[config.mk]
export PLATFORM = sky130hd
export DESIGN_NAME = spill_register_chain
export DESIGN_NICKNAME = d
export VERILOG_FILES = /design/src/rtl/spill_register_chain.sv
export SDC_FILE = /design/constraint.sdc
export NUM_CORES = 1
export LEC_CHECK = 0
export BUFFER_PORTS_ARGS = -buffer_cell sky130_fd_sc_hd__buf_2
export CORE_AREA = 5 5 42 44
export CTS_BUF_LIST = sky130_fd_sc_hd__clkbuf_8
export DETAILED_ROUTE_END_ITERATION = 12
export DIE_AREA = 0 0 47 49
export GPL_ROUTABILITY_DRIVEN = 0
export PLACE_DENSITY = 0.39
export SYNTH_ARGS = -nofsm -noshare
export SYNTH_HDL_FRONTEND = slang
export SYNTH_SLANG_ARGS = --single-unit
[constraint.sdc]
create_clock -name clk_i -period 1.2 [get_ports clk_i]
set_input_delay 0.12 -clock clk_i [delete_from_list [all_inputs] [get_ports clk_i]]
set_output_delay 0.12 -clock clk_i [all_outputs]
set_load 0.02 [all_outputs]
[src/rtl/spill_register_chain.sv]
// Chain of NumStages two-entry spill stages; cuts valid, ready and data paths at every stage.
// Latency: NumStages cycles per item with no stall; Bypass=1 gives a zero-latency wire.
// Backpressure: each stage absorbs up to two items, so ready_o drops after 2*NumStages stalled accepts.
module spill_register_chain #(
    parameter type T              = logic,
    parameter int  NumStages      = 1,
    parameter bit  Bypass         = 1'b0,
    parameter int  UsageW         = $clog2(2*NumStages+1)
) (
    input  logic              clk_i,
    input  logic              rst_ni,
    input  logic              flush_i,
    input  logic              valid_i,
    output logic              ready_o,
    input  T                  data_i,
    output logic              valid_o,
    input  logic              ready_i,
    output T                  data_o,
    output logic [UsageW-1:0] usage_o
);

    if (Bypass) begin : g_bypass
        assign valid_o = valid_i;
        assign ready_o = ready_i;
        assign data_o  = data_i;
        assign usage_o = '0;

        // Clock, reset and flush have no role in the pass-through path.
        logic unused_bypass;
        assign unused_bypass = ^{clk_i, rst_ni, flush_i};
    end else begin : g_chain
        if (NumStages < 1) begin : g_bad_stages
            $error("spill_register_chain: NumStages must be >= 1");
        end

        // Boundary k sits in front of stage k; boundary NumStages is the module output.
        logic [NumStages:0]   v;
        logic [NumStages:0]   r;
        T                     d [NumStages+1];
        logic [NumStages-1:0] a_full;
        logic [NumStages-1:0] b_full;

        assign v[0]         = valid_i;
        assign d[0]         = data_i;
        assign ready_o      = r[0];
        assign valid_o      = v[NumStages];
        assign data_o       = d[NumStages];
        assign r[NumStages] = ready_i;

        for (genvar s = 0; s < NumStages; s++) begin : g_stage
            logic a_full_q;
            logic b_full_q;
            T     a_data;
            T     b_data;
            logic a_fill;
            logic a_drain;
            logic b_fill;
            logic b_drain;

            assign a_full[s] = a_full_q;
            assign b_full[s] = b_full_q;

            // A always empties when B is free: downstream if it is ready, otherwise into B.
            assign a_fill  = v[s] & r[s] & !flush_i;
            assign a_drain = a_full_q & !b_full_q;
            assign b_fill  = a_drain & !r[s+1] & !flush_i;
            assign b_drain = b_full_q & r[s+1];

            assign r[s]   = (!a_full_q | !b_full_q) & !flush_i;
            assign v[s+1] = (a_full_q | b_full_q) & !flush_i;
            assign d[s+1] = b_full_q ? b_data : a_data;

            always_ff @(posedge clk_i or negedge rst_ni) begin
                if (!rst_ni) begin
                    a_full_q <= 1'b0;
                    b_full_q <= 1'b0;
                    a_data   <= '0;
                    b_data   <= '0;
                end else begin
                    if (flush_i) begin
                        a_full_q <= 1'b0;
                        b_full_q <= 1'b0;
                    end else begin
                        if (a_fill | a_drain) a_full_q <= a_fill;
                        if (b_fill | b_drain) b_full_q <= b_fill;
                    end
                    if (a_fill) a_data <= d[s];
                    if (b_fill) b_data <= a_data;
                end
            end
        end

        always_comb begin
            usage_o = '0;
            for (int s = 0; s < NumStages; s++) begin
                usage_o = usage_o + UsageW'(a_full[s]) + UsageW'(b_full[s]);
            end
        end
    end

endmodule

==> impl_metrics.csv <==
group,metric,value,unit
timing,min_period,1320,ps
clock_tree,clk_latency,210,ps
clock_tree,htree_num_levels,1,
place,io_buffers,10,
timing,worst_hold_slack,116,ps
die,die_y,49,microns
timing,slew_viol_final,0,
setup_path,worst_setup_path_end_kind,"output port",
setup_path,slowest_stage,"dfrtp_2",
timing,finalHoldViolCount,0,
power,power_density,1230,nW/um^2
grt,grt_max_degree,7,
synthesis,synth.distinct_cells,9,
detailed_routing,vias,223,
clock_tree,postCtsSetupBuffers,0,
timing,tightest_slew,188,ps
timing,timing.fmax,758,MHz
job,maxCapViolCount,0,
setup_path,worstPathRequired,1080,ps
final_layout,diodes,0,
final_layout,layout-drive-gt1-share,80.0,%
power,p_leak,0.225,nW
setup_path,max_stage_delay,440,ps
synthesis,synth_cells,21,
die,num_rows,14,
timing,setup_viol,6,
detailed_routing,first_pass_iters,1,
setup_path,crit_family,"flip-flops",
final_layout,nets,51,
worst_hold_path,hold_class,"in2reg",
detailed_routing,drc,0,
clock_tree,cts_tree,"yes",
final_layout,final_common_cell,"buf_6",
setup_path,path_buf_inv,2,
grt,grt_pass1_wl,1010,microns
detailed_routing,ant_nets,0,
final_layout,n_fill_cell,146,
timing,rsz0062_at_grt,"yes",
clock_tree,max-clock-path-buffers,2,
timing,timing.final.ws_setup,-120,ps
timing,relSlewSlack,87.5,%
clock_tree,cts.sink_count,4,
detailed_routing,vias_per_cell,3.98,
grt,antenna_found_initial,0,
clock_tree,cts_buffers,3,
place,pre_cts_ws,-130,ps
synthesis,netlist_area,228,sq um
run_status,status,"complete, but fails checks",
timing,post-route-period-util,110,%
final_layout,final_cell_mix,"buf_6 (7), buf_2 (5)",
final_layout,seqCellArea,103,sq um
place,place_hpwl,443,microns
final_layout,syn2layout_area_growth,123,%
grt,grt_usage,6.57,%
setup_path,path_common_cell,"buf_6",
die,start_util,16.2,%
die,ioPinCount,11,
synthesis,yosys_register_bits,4,
die,die_w,47,microns
grt,grt_pass1_vias,241,
setup_path,cp_cell_sequence,"buf_6 -> mux2_4 -> buf_6",
clock_tree,cts_root_buf,"clkbuf_8",
power,ir_worst_vdd,483,uV
setup_path,crit_type,"reg2out",
setup_path,startpoint_type,"flop",
synthesis,syn_nets,30,
timing,finClkSkew,1.96,ps
place,placed_cell_area,358,sq um
die,coreArea,1400,sq um
detailed_routing,routed_wl,648,microns
final_layout,multiInputGateArea,198,sq um
synthesis,yosys_warnings,0,
detailed_routing,drt_iter0_markers,0,
synthesis,syn_avg_cell_area,10.8,sq um
setup_path,crit_path_max_fanout,4,
synthesis,synth_seq_area_share,44.0,%
detailed_routing,wl_per_cell,11.6,microns
die,die_area,2300,sq um
clock_tree,path_clk_slew,30,ps
grt,grt-ovfl-total,0,
run_status,violations,"setup timing",
final_layout,final_cell_area,508,sq um
setup_path,arrival,1200,ps
-- per-layer routing --
metal / global-route usage, % / vias to the layer above / routed length [microns] / share of wire (%)
met4: 5.53 / 0 / 0 / 0
met5: 0 / - / 0 / 0
met1: 6.67 / 106 / 232 / 36
met3: 2.95 / 0 / 67 / 10
met2: 9.73 / 8 / 349 / 54
li1: - / 109 / - / -
-- worst register-to-register path: cells and delay by family, from the launching register on --
| family | cells | cell delay, ps |
|---|---|---|
| adders and majority gates | 1 | 130 |
| buffers and inverters | 1 | 100 |
| and+or+nand+nor | 1 | 190 |
| muxes | 1 | 310 |
| DFF | 1 | 440 |
-- repair_timing --
action	CTS	global route
endpoints found under the setup margin	8	8
gates resized for setup	23	4
hold buffers	1	0
pin swaps	2	2
hold endpoints to repair	4	0
-- power by group --
part	switching, W	total (W)	internal (W)
Sequential	0.0000192	0.000177	0.000158
Combinational	0.0000680	0.000171	0.000103
Clock	0.0000614	0.000274	0.000213
-- final cells by class --
cell class	count	share of cell area (%)
well taps	16	3.94
multi-input cells	15	38.9
clock buffers	3	8.13
repair buffers	16	26.8
flip-flops and latches	4	20.2
inverters	2	1.97
-- cell usage after synthesis (all sizes together) --
| cell type | n | area, sq um |
|---|---|---|
| dfrtp | 4 | 100 |
| ha | 3 | 37.5 |
| mux2 | 3 | 33.8 |
| nor2 | 3 | 11.3 |
| inv | 2 | 7.51 |
| nand2b | 2 | 12.5 |
| nor3b | 2 | 15.0 |
| a21oi | 1 | 5.00 |
| nor3 | 1 | 5.00 |
-- sequential cells by signal (all words and copies together), names as in the netlist --
name / flops
g_chain.a_full: 1
g_chain.b_full: 1
g_chain.g_stage.a_data: 1
g_chain.g_stage.b_data: 1
-- cells by family (layout without fill, tap and decap cells) --
| family | after synthesis | after routing | share of synthesized area (%) |
|---|---|---|---|
| simple gates | 8 | 8 | 19.2 |
| flops | 4 | 4 | 44.0 |
| fa+ha+maj | 3 | 3 | 16.5 |
| mux | 3 | 3 | 14.8 |
| buf+inv | 2 | 21 | 3.30 |
| compound gates | 1 | 1 | 2.20 |
-- final timing paths --
path / from / end / slack [ps] / cells past startpoint
min in group asynchronous: rst_ni / g_chain.g_stage[0].a_data / 240 / 2
worst min-delay path: ready_i / g_chain.b_full / 120 / 2
worst max register to register: g_chain.b_full / g_chain.g_stage[0].b_data / -80 / 4
max in group asynchronous: rst_ni / g_chain.b_full / 830 / 2
worst min register to register: g_chain.g_stage[0].b_data / g_chain.g_stage[0].b_data / 510 / 1
worst max-delay path: g_chain.b_full / data_o / -120 / 3
-- through the flow --
stage,utilization [%],TNS (ps),std cells,power (W)
6_report,36.3,-546,56,0.000623
5_1_grt,36.3,-753,56,0.000653
4_1_cts,35.2,-546,56,0.000621
3_5_place_dp,25.5,-175,52,0.000284
3_3_place_gp,25.5,-154,52,0.000281
2_1_floorplan,-,-102,21,0.000237
Power figures use the tool's default switching activity.
